## config.mk

```make
export PLATFORM = sky130hd
export DESIGN_NAME = megarom_configure_multi
export DESIGN_NICKNAME = d
export VERILOG_FILES = /design/src/rtl/megarom_cfg_pkg.sv /design/src/rtl/megarom_configure_multi_unlock_fsm.sv /design/src/rtl/megarom_configure_multi.sv
export SDC_FILE = /design/constraint.sdc
export NUM_CORES = 1
export LEC_CHECK = 0
export CAP_MARGIN = 20
export CELL_PAD_IN_SITES_DETAIL_PLACEMENT = 1
export CELL_PAD_IN_SITES_GLOBAL_PLACEMENT = 2
export CORE_ASPECT_RATIO = 2
export CORE_MARGIN = 4
export CORE_UTILIZATION = 40
export DETAILED_ROUTE_END_ITERATION = 7
export PLACE_DENSITY_LB_ADDON = 0.1
export SLEW_MARGIN = 30
export SYNTH_ARGS = -nofsm -noshare
export SYNTH_HDL_FRONTEND = slang
export SYNTH_SLANG_ARGS = --single-unit
```

## constraint.sdc

```tcl
create_clock -name CLK -period 2.9 [get_ports CLK]
set_input_delay 0.58 -clock CLK [delete_from_list [all_inputs] [get_ports CLK]]
set_output_delay 0.58 -clock CLK [all_outputs]
set_load 0.005 [all_outputs]
```

## src/rtl/megarom_cfg_pkg.sv

```systemverilog
// Shared constants, types and reset defaults for the multi-bank megarom
// configuration window and its unlock state machine.
package megarom_cfg_pkg;

   localparam int MAX_BANKS = 8;

   localparam logic [7:0] KEY_0 = 8'hAB;
   localparam logic [7:0] KEY_1 = 8'hCD;
   localparam logic [7:0] KEY_2 = 8'h98;
   localparam logic [7:0] KEY_3 = 8'h76;

   localparam logic [7:0] OFF_KEY         = 8'h00;
   localparam logic [7:0] OFF_LOCK        = 8'h01;
   localparam logic [7:0] OFF_COMMIT      = 8'h0B;
   localparam logic [7:0] OFF_FLAGS       = 8'h0C;
   localparam logic [7:0] OFF_BANK_MASK   = 8'h0D;
   localparam logic [7:0] OFF_ADDR_MASK_L = 8'h0E;
   localparam logic [7:0] OFF_ADDR_MASK_H = 8'h0F;
   localparam logic [7:0] OFF_BANK_BASE   = 8'h10;

   localparam int FLAG_WP   = 0;
   localparam int FLAG_16K  = 1;
   localparam int FLAG_CS1M = 2;
   localparam int FLAG_CS2M = 3;
   localparam int FLAG_SCC  = 4;
   localparam int FLAG_EC   = 6;
   localparam int FLAG_EN   = 7;

   localparam logic [7:0]  FLAGS_RESET     = 8'h0F;
   localparam logic [15:0] BANK_ADDR_RESET = 16'hFFFF;

   typedef enum logic [2:0] {
      ST_LOCKED   = 3'd0,
      ST_K1       = 3'd1,
      ST_K2       = 3'd2,
      ST_K3       = 3'd3,
      ST_UNLOCKED = 3'd4
   } unlock_state_t;

   typedef struct packed {
      logic [7:0]                  flags;
      logic [7:0]                  bank_mask;
      logic [15:0]                 addr_mask;
      logic [MAX_BANKS-1:0][15:0]  bank_addr;
      logic [MAX_BANKS-1:0][7:0]   bank_init;
      logic [MAX_BANKS-1:0][7:0]   bank_rsv;
   } megarom_cfg_t;

   localparam megarom_cfg_t CFG_RESET = '{
      flags:     FLAGS_RESET,
      bank_mask: 8'h00,
      addr_mask: 16'h0000,
      bank_addr: {MAX_BANKS{BANK_ADDR_RESET}},
      bank_init: {MAX_BANKS{8'h00}},
      bank_rsv:  {MAX_BANKS{8'h00}}
   };

   function automatic logic [7:0] status_byte(input logic [3:0] nbanks,
                                              input logic       pending,
                                              input logic       unlocked);
      return {nbanks, 2'b00, pending, unlocked};
   endfunction

endpackage

```

## src/rtl/megarom_configure_multi_unlock_fsm.sv

```systemverilog
// Key-sequence unlock state machine with optional idle-timeout relock.
module megarom_unlock_fsm
   import megarom_cfg_pkg::*;
#(
   parameter int UNLOCK_TIMEOUT = 0
) (
   input  logic       CLK,
   input  logic       RESET_n,
   input  logic       bus_reset,
   input  logic       key_wr,
   input  logic       lock_wr,
   input  logic       acc_wr,
   input  logic [7:0] key,
   output logic       unlocked
);

   localparam logic [23:0] TIMEOUT_C = 24'(UNLOCK_TIMEOUT);

   unlock_state_t state_r;
   logic [23:0]   idle_cnt_r;
   logic [23:0]   idle_nxt_s;
   logic          timeout_s;

   assign idle_nxt_s = idle_cnt_r + 24'd1;
   assign timeout_s  = (TIMEOUT_C != 24'd0) && (idle_nxt_s == TIMEOUT_C);
   assign unlocked   = (state_r == ST_UNLOCKED);

   // Key sequencing, explicit relock and idle-timeout relock.
   always_ff @(posedge CLK or negedge RESET_n) begin
      if (!RESET_n) begin
         state_r    <= ST_LOCKED;
         idle_cnt_r <= 24'd0;
      end else if (bus_reset || lock_wr) begin
         state_r    <= ST_LOCKED;
         idle_cnt_r <= 24'd0;
      end else if (state_r == ST_UNLOCKED) begin
         if (acc_wr) begin
            idle_cnt_r <= 24'd0;
         end else if (timeout_s) begin
            state_r    <= ST_LOCKED;
            idle_cnt_r <= 24'd0;
         end else begin
            idle_cnt_r <= idle_nxt_s;
         end
      end else begin
         idle_cnt_r <= 24'd0;
         if (key_wr) begin
            // A stray KEY_0 restarts the sequence instead of dropping it.
            case (state_r)
               ST_LOCKED: state_r <= (key == KEY_0) ? ST_K1 : ST_LOCKED;
               ST_K1:     state_r <= (key == KEY_1) ? ST_K2 :
                                     (key == KEY_0) ? ST_K1 : ST_LOCKED;
               ST_K2:     state_r <= (key == KEY_2) ? ST_K3 :
                                     (key == KEY_0) ? ST_K1 : ST_LOCKED;
               ST_K3:     state_r <= (key == KEY_3) ? ST_UNLOCKED :
                                     (key == KEY_0) ? ST_K1 : ST_LOCKED;
               default:   state_r <= ST_LOCKED;
            endcase
         end else begin
            state_r <= state_r;
         end
      end
   end

endmodule

```

## src/rtl/megarom_configure_multi.sv

```systemverilog
// Megarom configuration window: bus-side shadow registers behind a key lock,
// committed atomically into the active copy that drives the mapper.
module megarom_configure_multi
   import megarom_cfg_pkg::*;
#(
   parameter int          NUM_BANKS      = 4,
   parameter logic [15:0] BASE_ADDR      = 16'h0000,
   parameter logic [31:0] RAM_ADDR       = 32'h0000_0000,
   parameter int          UNLOCK_TIMEOUT = 0
) (
   input  logic                    CLK,
   input  logic                    RESET_n,
   input  logic                    BUS_RESET_n,
   input  logic                    SLTSL_n,
   input  logic                    MERQ_n,
   input  logic                    RD_n,
   input  logic                    WR_n,
   input  logic [15:0]             ADDR,
   input  logic [7:0]              DIN,
   output logic [7:0]              DOUT,
   output logic                    BUSDIR_n,
   output logic                    INT_n,
   output logic                    WAIT_n,
   output logic [16*NUM_BANKS-1:0] BANK_ADDR,
   output logic [8*NUM_BANKS-1:0]  BANK_INIT,
   output logic [15:0]             BANK_ADDR_MASK,
   output logic [7:0]              BANK_MASK,
   output logic                    WRITE_PROTECT,
   output logic                    IS_16K_BANK,
   output logic                    CS1_MASK,
   output logic                    CS2_MASK,
   output logic                    SCC_ENA,
   output logic [31:0]             MEM_TOP_ADDR,
   output logic                    LOCKED
);

   localparam int         WIN_BITS = $clog2(16 + 4 * NUM_BANKS);
   localparam logic [7:0] MAP_END  = 8'(16 + 4 * NUM_BANKS);

   logic         rd_s, wr_s, in_win_s, wr_edge_s, bus_reset_s;
   logic         unlocked_s, key_wr_s, lock_wr_s, acc_wr_s, is_bank_s, rd_ok_s;
   logic [7:0]   off_s, bank_off_s, rdata_s;
   logic [2:0]   bank_idx_s;
   logic         prev_wr_r, pending_r, busdir_n_r;
   logic [7:0]   dout_r;
   megarom_cfg_t shadow_r, active_r;
   logic         unused_cfg_s;

   assign rd_s        = !SLTSL_n && !MERQ_n && !RD_n;
   assign wr_s        = !SLTSL_n && !MERQ_n && !WR_n;
   assign in_win_s    = (ADDR[15:WIN_BITS] == BASE_ADDR[15:WIN_BITS]);
   assign off_s       = {{(8 - WIN_BITS){1'b0}}, ADDR[WIN_BITS-1:0]};
   assign bus_reset_s = !BUS_RESET_n;
   assign wr_edge_s   = wr_s && !prev_wr_r && in_win_s;
   assign key_wr_s    = wr_edge_s && (off_s == OFF_KEY);
   assign lock_wr_s   = wr_edge_s && (off_s == OFF_LOCK);
   assign acc_wr_s    = wr_edge_s && unlocked_s;
   assign bank_off_s  = off_s - OFF_BANK_BASE;
   assign bank_idx_s  = bank_off_s[4:2];
   assign is_bank_s   = (off_s >= OFF_BANK_BASE) && (off_s < MAP_END);
   assign rd_ok_s     = rd_s && in_win_s && (unlocked_s || (off_s == OFF_KEY));

   megarom_unlock_fsm #(
      .UNLOCK_TIMEOUT (UNLOCK_TIMEOUT)
   ) u_unlock_fsm (
      .CLK       (CLK),
      .RESET_n   (RESET_n),
      .bus_reset (bus_reset_s),
      .key_wr    (key_wr_s),
      .lock_wr   (lock_wr_s),
      .acc_wr    (acc_wr_s),
      .key       (DIN),
      .unlocked  (unlocked_s)
   );

   // Read mux over the shadow copy; unmapped offsets read as zero.
   always_comb begin
      rdata_s = 8'h00;
      case (off_s)
         OFF_KEY:         rdata_s = status_byte(4'(NUM_BANKS), pending_r, unlocked_s);
         OFF_FLAGS:       rdata_s = shadow_r.flags;
         OFF_BANK_MASK:   rdata_s = shadow_r.bank_mask;
         OFF_ADDR_MASK_L: rdata_s = shadow_r.addr_mask[7:0];
         OFF_ADDR_MASK_H: rdata_s = shadow_r.addr_mask[15:8];
         default: begin
            if (is_bank_s) begin
               case (bank_off_s[1:0])
                  2'd0:    rdata_s = shadow_r.bank_addr[bank_idx_s][7:0];
                  2'd1:    rdata_s = shadow_r.bank_addr[bank_idx_s][15:8];
                  2'd2:    rdata_s = shadow_r.bank_init[bank_idx_s];
                  default: rdata_s = shadow_r.bank_rsv[bank_idx_s];
               endcase
            end else begin
               rdata_s = 8'h00;
            end
         end
      endcase
   end

   // Registered read response, one cycle behind the strobe.
   always_ff @(posedge CLK or negedge RESET_n) begin
      if (!RESET_n) begin
         dout_r     <= 8'h00;
         busdir_n_r <= 1'b1;
      end else if (rd_ok_s) begin
         dout_r     <= rdata_s;
         busdir_n_r <= 1'b0;
      end else begin
         dout_r     <= 8'h00;
         busdir_n_r <= 1'b1;
      end
   end

   // Shadow writes, commit into active, and bus-reset handling of ENABLE.
   always_ff @(posedge CLK or negedge RESET_n) begin
      if (!RESET_n) begin
         shadow_r  <= CFG_RESET;
         active_r  <= CFG_RESET;
         pending_r <= 1'b0;
         prev_wr_r <= 1'b1;
      end else if (bus_reset_s) begin
         pending_r <= 1'b0;
         prev_wr_r <= 1'b1;
         if (!active_r.flags[FLAG_EC]) begin
            shadow_r.flags[FLAG_EN] <= 1'b0;
            active_r.flags[FLAG_EN] <= 1'b0;
         end
      end else begin
         prev_wr_r <= wr_s;
         if (pending_r) begin
            active_r  <= shadow_r;
            pending_r <= 1'b0;
         end
         if (acc_wr_s) begin
            case (off_s)
               OFF_COMMIT:      if (DIN[0]) pending_r <= 1'b1;
               OFF_FLAGS:       shadow_r.flags           <= DIN;
               OFF_BANK_MASK:   shadow_r.bank_mask       <= DIN;
               OFF_ADDR_MASK_L: shadow_r.addr_mask[7:0]  <= DIN;
               OFF_ADDR_MASK_H: shadow_r.addr_mask[15:8] <= DIN;
               default: begin
                  if (is_bank_s) begin
                     case (bank_off_s[1:0])
                        2'd0:    shadow_r.bank_addr[bank_idx_s][7:0]  <= DIN;
                        2'd1:    shadow_r.bank_addr[bank_idx_s][15:8] <= DIN;
                        2'd2:    shadow_r.bank_init[bank_idx_s]       <= DIN;
                        default: shadow_r.bank_rsv[bank_idx_s]        <= DIN;
                     endcase
                  end
               end
            endcase
         end
      end
   end

   genvar i;
   for (i = 0; i < NUM_BANKS; i++) begin : g_bank
      assign BANK_ADDR[16*i +: 16] = active_r.bank_addr[i];
      assign BANK_INIT[8*i +: 8]   = active_r.bank_init[i];
   end

   assign DOUT           = dout_r;
   assign BUSDIR_n       = busdir_n_r;
   assign INT_n          = 1'b1;
   assign WAIT_n         = 1'b1;
   assign BANK_ADDR_MASK = active_r.addr_mask;
   assign BANK_MASK      = active_r.bank_mask;
   assign WRITE_PROTECT  = active_r.flags[FLAG_WP];
   assign IS_16K_BANK    = active_r.flags[FLAG_16K];
   assign SCC_ENA        = active_r.flags[FLAG_SCC];
   // Chip-select masks are forced while the mapper is disabled.
   assign CS1_MASK       = active_r.flags[FLAG_CS1M] || !active_r.flags[FLAG_EN];
   assign CS2_MASK       = active_r.flags[FLAG_CS2M] || !active_r.flags[FLAG_EN];
   assign MEM_TOP_ADDR   = RAM_ADDR;
   assign LOCKED         = !unlocked_s;
   assign unused_cfg_s   = ^active_r;

endmodule

```

======== Word level (Yosys, flattened, before mapping) ========
Cells that the tools add are included.
storage, ports and cells
  register bits ........................... 590
  word-level logic and storage cells ...... 181
operators by class
  bitwise logic cells ..................... 2
  $add $sub $neg .......................... 1
  reductions and logical operators ........ 43
  magnitude comparators ................... 4
  equality and inequality tests ........... 21
  muxes and demuxes ....................... 48
operators by type and width
  kind                                           number
  two-way mux 288 bit                            2
  two-way mux 256 bit                            2
  bitwise mux 128 bit                            2
  one-hot mux 128 bit (2 select lines)           1
  bitwise mux 64 bit                             2
  two-way mux 64 bit                             2
  demux 16 bit (select 3 bit)                    2
  two-way mux 8 bit                              10
  binary-select mux 16 bit (select 3 bit)        1
  binary-select mux 8 bit (select 3 bit)         2
  one-hot mux 8 bit (5 select lines)             1
  two-way mux 16 bit                             2
  == test 5 x 4 -> 1 bit, second input constant  5
  demux 8 bit (select 3 bit)                     1
  == test 8 bit, second input constant           3
  one-hot mux 8 bit (3 select lines)             1
  two-way mux 3 bit                              5
  AND reduction 3 bit                            5
  AND reduction 5 bit                            3
  logical AND 1 bit                              12
  one-hot mux 3 bit (4 select lines)             1
  zero test 11 bit                               1
  two-way mux 1 bit                              10
  == test 8 x 7 -> 1 bit, second input constant  1
  other kinds (24)                               42

======== Longest topological paths before layout ========
Gate-level depths: netlist (run 1).
  depth after elaboration ................. 11
  depth in mapped cells ................... 10
  mapped depth without buffers ............ 6

======== Hierarchy ========
Synthesis (run 1) repeated with hierarchy kept, for this count alone.
second synthesis, totals
  cells, all modules ...................... 1294
  area total of the unflattened synthesis .. 18245.0 sq um
by module, submodules not included
  module                   area each (sq um)  cells an instance  sequential area each (sq um)  instances
  megarom_configure_multi  18012.3            1270               9913.3                        1
  megarom_unlock_fsm       232.7              24                 75.1                          1

======== Worst setup path after synthesis (run 1) ========
No wires, ideal clock.
  kind .................................... input-to-reg
  start ................................... input port ADDR[6]
  end ..................................... register with a tool-made name
  library setup time ...................... 125 ps
  buffers on the path ..................... 0
  path slack .............................. 483 ps
  required time ........................... 2775 ps
  arrival time ............................ 2292 ps
  cell stages on the path ................. 6
  cells stage by stage .................... or4_4 -> nor2_4 -> and4_4 -> nand3_4 -> nor2_8 -> mux2_4
RTL lines
  element             line                           source
  start: declaration  megarom_configure_multi.sv:18  input logic [15:0] ADDR,

==> metrics, run 1 <==
io pins=200; CP Capture Type=flip-flop; static leakage=9.58 nW; Area contributors post-synth=dfrtp_1, dfstp_2, mux2_2, buf_4, mux2_4; CP Data Required Time=3.36 ns; Ant. Diodes=0; initial antenna violation count=0; setup violators final=0; Root Driver=clkbuf_16; Hold Worst Slack=0.364 ns; multi-input logic area=0.00642 sq mm; Place WS=-0.224 ns; insertion delay to the later sink of the worst-skew pair=0.55 ns; register area=0.0101 sq mm; pin count of the biggest net entering global routing=76; first-pass GRT wire length=about 77 mm; worst vdd ir=around 0.37 mV; post-route setup TNS=0 ns; # clock sinks=396; CTS tree=built; share of synthesized registers carrying an async set or reset=1.00; via/cell ratio=5.18; Worst Reg2Reg Path Length in Cells=7; # H-tree levels=2; delay-heaviest family, CP=simple AND/OR/NAND/NOR gates; Seq/Total Area, Yosys=0.555; Clock transition at path regs=0.06 ns; CP arrival=3.02 ns; Slowest cell on crit path=or3_1; Worst Setup Start Kind=input pin; Reg2Reg Setup Slack=between 0.5 and 0.6 ns; GPL Wtd Cong=0.823; Post-synth top cells=mux2_2, dfrtp_1, dfstp_2; Rows=110; cell area after layout=0.0213 sq mm; gr ovfl total=0; drt first-iter violations=346; Nets=1,365; GRT Total Usage=0.207; Placed Cells=1,852; Initial Utilization=0.405; Max-cap violations=0; Period minus WS final=2.56 ns; RR Startpoint=u_unlock_fsm.state_r[0]; placed cell area=0.0199 sq mm; Crit. path cell count=8; Worst Path Buf+Inv=2; Setup Fix Bufs, Post-CTS=0; full die area=0.0494 sq mm; drt first pass iters=4; clock buffer depth=3; Top FF cell, synth=dfrtp_1; vias in the first global route=11,500; Final Skew=~0.021 ns; # fillers=4,461; Synth Warn #=0; final worst slack=0.337 ns; status=finished, final reports clean; Inserted Clock Buffers=39; core area=0.0451 sq mm; WL final=approximately 51 mm; post-DP HPWL=36.8 mm; DR WL/cell=26.4 um; die width=159 um; Final Hold Vio Count=0; Max FO, Critical Path=8; fmax=390 MHz; detailed-route via count=9,970; Mapped Cells=1,319; Post-CTS Hold Buffers=1; origin of the worst setup path=ADDR[7]; ANT nets after route=0; share of cells above drive strength 1=0.524; die height=approximately 310 um; Tcrit/Tclk final=0.884; max_slew headroom=0.548; min-delay worst type=reg -> reg; fin cells=1,923; Yosys cell types=62; Slew Limit Fails=0; Post-route DRC=0; worst path cell trace=clkdlybuf4s50_1 -> or3_1 -> nor3_2 -> and4_4 -> buf_4 -> nand2_2 -> nor2_4 -> mux2_2; port bufs=between 150 and 200; Area Growth Syn to Fin=16.4%; Post-synth EDFFs=0; Setup CP Type=in -> reg; Yosys reg bits=396; total chip power=11.7 mW; post-synth top area share=0.281; post-CTS sizing=0; power per standard cell area=approximately 550 mW/mm^2; synthesized area per cell=13.9 sq um; Slew @ Worst Pin=0.677 ns; final core occ=0.472; CP peak stage delay=0.42 ns; netlist area before placement=approximately 0.018 sq mm; RSZ-0062 raised after global routing=false; most common cell in the synthesized netlist=mux2_2; post-synth top area cell=dfrtp_1
==> worst reg2reg max path, delay by kind of cell, from the launching register on <==
family / cells / cell delay (ns)
and+or+nand+nor: 5 / 1.28
muxes: 1 / 0.38
buffers and inverters: 1 / 0.13
DFF: 1 / 0.42
==> cells in the final DEF, fill, tap and decap left out, drive strengths merged, types with 3 or more instances in the layout <==
master         synthesis  routed
bufinv                 0       7
a211oi                 5       5
o21ai                 23      23
o41ai                  3       3
and3                   3       3
dfstp                191     191
clkdlybuf4s50          0     161
a21oi                 20      20
and2                   3       3
inv                   10      12
nand4                  4       4
o22ai                  6       6
conb                   2      34
a221o                  3       3
a22oi                  5       5
nor3                   5       5
nor2                  43      43
dfrtp                205     205
nor2b                  5       5
buf                  176      93
a221oi                 8       8
clkbuf               137      52
a31oi                  6       6
mux2                 302     302
nand2b                 7       7
or3                    4       4
mux4                  33      33
mux2i                 26      26
nand3                 14      14
clkinv                 0       9
nand2                 31      31
a311oi                 4       4
nor4                   3       3
o211ai                 6       6
==> layer usage <==
| layer | vias up | GRT usage | routed length (um) |
|---|---|---|---|
| met5 | - | 0 | 0 |
| met2 | 201 | 0.392 | 28100 |
| li1 | 4406 | - | - |
| met3 | 69 | 0.0243 | 1330 |
| met1 | 5294 | 0.244 | 19900 |
| met4 | 0 | 0.0679 | 1560 |
==> how the worst min path moves through the flow <==
stage          startpoint  cells past startpoint                 to
6_report        flip-flop                      0          flip-flop
3_3_place_gp    flip-flop                      0          flip-flop
2_1_floorplan     RESET_n                      0  BANK_ADDR_MASK[0]
3_5_place_dp    flip-flop                      0          flip-flop
5_1_grt         flip-flop                      0          flip-flop
4_1_cts         flip-flop                      0          flip-flop
==> layout make-up <==
type / instances / area share
Tap cell: 560 / 0.0329
Clock buffer: 52 / 0.0534
Timing Repair Buffer: 255 / 0.120
Sequential cell: 396 / 0.477
Clock inverter: 18 / 0.0135
Inverter: 10 / 0.00176
Multi-Input combinational cell: 632 / 0.302
==> power by group <==
| group | internal, mW | leakage (nW) | total (mW) | switching [mW] |
|---|---|---|---|---|
| Clock | 3.39 | 0.705 | 5.64 | 2.25 |
| Combinational | 0.172 | 4.04 | 0.560 | 0.388 |
| Sequential | 5.54 | 4.83 | 5.54 | 0.000391 |
| Total | 9.10 | 9.58 | 11.7 | 2.63 |
==> logic make-up (layout without fill, tap and decap cells) <==
group                  count (synthesis)  count (layout)  synth area share
AOI/OAI and AO/OA                    105             105            0.0391
buffers and inverters                323             335             0.101
DFF                                  396             396             0.555
muxes                                361             361             0.254
other                                  2              34          0.000411
and+or+nand+nor                      132             132            0.0509
(Power assumes the default switching activity.)
==> run 2, diff against run 1 <==
Settings changed: RECOVER_POWER from default to 50.
==> run 2 against run 1 <==
The flow now finishes with violations (capacitance limit, slew limit). Die area is the same. Clock skew shrank 0.00071 ns. Combinational power is essentially flat. Setup slack lost 0.10 ns. Critical path depth is the same. Utilization shrank 0.064 points. Sequential power is essentially flat. Register-to-register slack is essentially flat. Final area shrank 0.14%. Worst hold slack is essentially flat. Highest routed layer unchanged. Via count is essentially flat. Sequential share of layout area grew 0.065 points. Largest power group unchanged.
==> metrics, run 2 (synthesis gave the netlist of run 1 again) <==
final core occ=0.471 (-0.000638); GPL Wtd Cong=0.823 (unchanged); Net Sw Power=2.63 mW (-0.20%); CP Capture Type=flip-flop; insertion delay to the later sink of the worst-skew pair=0.55 ns (about the same); DR WL/cell=26.4 um (about the same); Period minus WS final=2.66 ns (+0.0995 ns); RSZ-0062 raised after global routing=false; share of cells above drive strength 1=0.506 (-0.0176); P_int=9.10 mW (about the same); violated checks=capacitance limit, slew limit; clock buffer depth=3 (unchanged); min-delay worst type=reg -> reg; final worst slack=0.238 ns (-0.0995 ns); worst vdd ir=0.374 mV (+0.15%); # clock sinks=396 (unchanged); Root Driver=clkbuf_16; detailed-route via count=9,976 (+0.060%); Nets=1,365 (unchanged); post-CTS sizing=0 (unchanged); initial antenna violation count=0 (unchanged); setup violators final=0 (unchanged); clock power share=0.480 (about the same); port bufs=165 (unchanged); commonest non-fill, non-tap cells in the layout=mux2_2, dfrtp_1, dfstp_2; Worst Setup Start Kind=input pin; static leakage=9.57 nW (about the same); Place WS=-0.224 ns (unchanged); io pins=200 (unchanged); post-DP HPWL=36.8 mm (unchanged); ANT nets after route=0 (unchanged); Setup Fix Bufs, Post-CTS=0 (unchanged); Area Growth Syn to Fin=16.3%; Rows=110 (unchanged); Slew Limit Fails=55 (+55); status=finished, violations left; CP arrival=3.12 ns (+0.10 ns); Max-cap violations=1 (+1); drt first-iter violations=342 (-1.2%); Post-route DRC=0 (unchanged); Clock transition at path regs=0.06 ns (about the same); via/cell ratio=5.19 (about the same); fmax=376 MHz (-3.7%); full die area=0.0494 sq mm (unchanged); Ant. Diodes=0 (unchanged); most common cell after layout, fill and taps aside=mux2_2; die height=310 um (unchanged); gr ovfl total=0 (unchanged); Final Hold Vio Count=0 (unchanged); first-pass GRT wire length=77.2 mm (unchanged); die width=159 um (unchanged); power per standard cell area=552 mW/mm^2 (about the same); switching portion of total power=0.224 (-0.000276); combinational share of power=0.048 (about the same); Final Skew=0.0203 ns (-0.000713 ns); # fillers=4,464 (+0.067%); max_slew headroom=-0.138 (-0.686); Max FO, Critical Path=8 (unchanged); Setup CP Type=in -> reg; RR Startpoint=u_unlock_fsm.state_r[0]; drt first pass iters=4 (unchanged); Tcrit/Tclk final=0.918 (+0.0343); vias in the first global route=11,500 (unchanged); Slew @ Worst Pin=1.71 ns (+1.03 ns); sequential share of power=0.472 (about the same); # H-tree levels=2 (unchanged); Initial Utilization=0.405 (unchanged); pin count of the biggest net entering global routing=76 (unchanged); GRT Total Usage=0.207 (unchanged); origin of the worst setup path=MERQ_n; core area=0.0451 sq mm (unchanged); CTS tree=built; CP Data Required Time=3.36 ns (about the same); Inserted Clock Buffers=39 (unchanged); WL final=50.9 mm (about the same)
-- run 2: changes by cell type in the layout (fill, tap and decap cells not counted), sizes merged --
cell           before  now
buf                93   89
clkbuf             52   56
clkdlybuf4s50     161  160
dlygate4sd3         1    2
-- run 2: through the flow --
| stage | hold slack (ns) | TNS, ns | instances | area, sq um | total power, mW |
|---|---|---|---|---|---|
| floorplan | 0.284 | 0 | 1351 | 18400 | 5.88 |
| detailed placement | 0.356 | -17.14 | 1852 | 19900 | 6.20 |
| global route | 0.370 | 0 | 1923 | 21300 | 12.2 |
| finish | 0.365 | 0 | 1923 | 21300 | 11.7 |
| CTS | 0.366 | 0 | 1923 | 21300 | 11.9 |
| global placement | 0.356 | -17.64 | 1852 | 19900 | 6.20 |
-- run 2: path summary, 6_finish.rpt --
| path | endpoint | slack, ns | depth (start not counted) |
|---|---|---|---|
| worst max-delay path | flip-flop | 0.24 | 8 |
| worst min-delay path | flip-flop | 0.36 | 0 |
| worst max register to register | flip-flop | 0.60 | 7 |
| worst min register to register | flip-flop | 0.36 | 0 |
| max in group asynchronous | asynchronous set/reset pin | 0.48 | 3 |
| min in group asynchronous | BANK_INIT[17] | 1.04 | 2 |
-- run 2: per-layer routing --
metal | vias up | global-route usage | wire [um]
met5 | - | 0 | 0
met4 | 0 | 0.0679 | 1580
met3 | 70 | 0.0243 | 1230
met2 | 185 | 0.392 | 28100
met1 | 5310 | 0.244 | 20000
li1 | 4411 | - | -
-- run 2: final cells by class --
type	instances	area, sq um	share of cell area
sequential	396	10100	0.477
multi-input combinational	632	6420	0.302
timing repair buffer	255	2530	0.119
clock buffer	52	1140	0.0534
tap	560	701	0.0329
clock inverter	18	287	0.0135
inverter	10	37.5	0.00177
-- run 2: power groups by stage --
stage          Sequential (mW)  Combinational (mW)  Clock (mW)
3_3_place_gp              5.63               0.567           0
6_report                  5.54               0.557        5.63
5_1_grt                   5.53               0.608        6.03
3_5_place_dp              5.63               0.571           0
4_1_cts                   5.54               0.574        5.81
2_1_floorplan             5.63               0.245           0
-- run 2: what timing repair did --
item	4_1_cts	5_1_grt
endpoints found under the hold margin	5	0
hold buffers	1	0
setup endpoints to repair	0	0
-- run 2: critical path: stages --
cell and delay, ns:
dlygate4sd3_1 0.55, or3_1 0.41, nor3_2 0.24, and4_4 0.35
buf_4 0.13, nand2_2 0.16, nor2_4 0.31, mux2_2 0.38
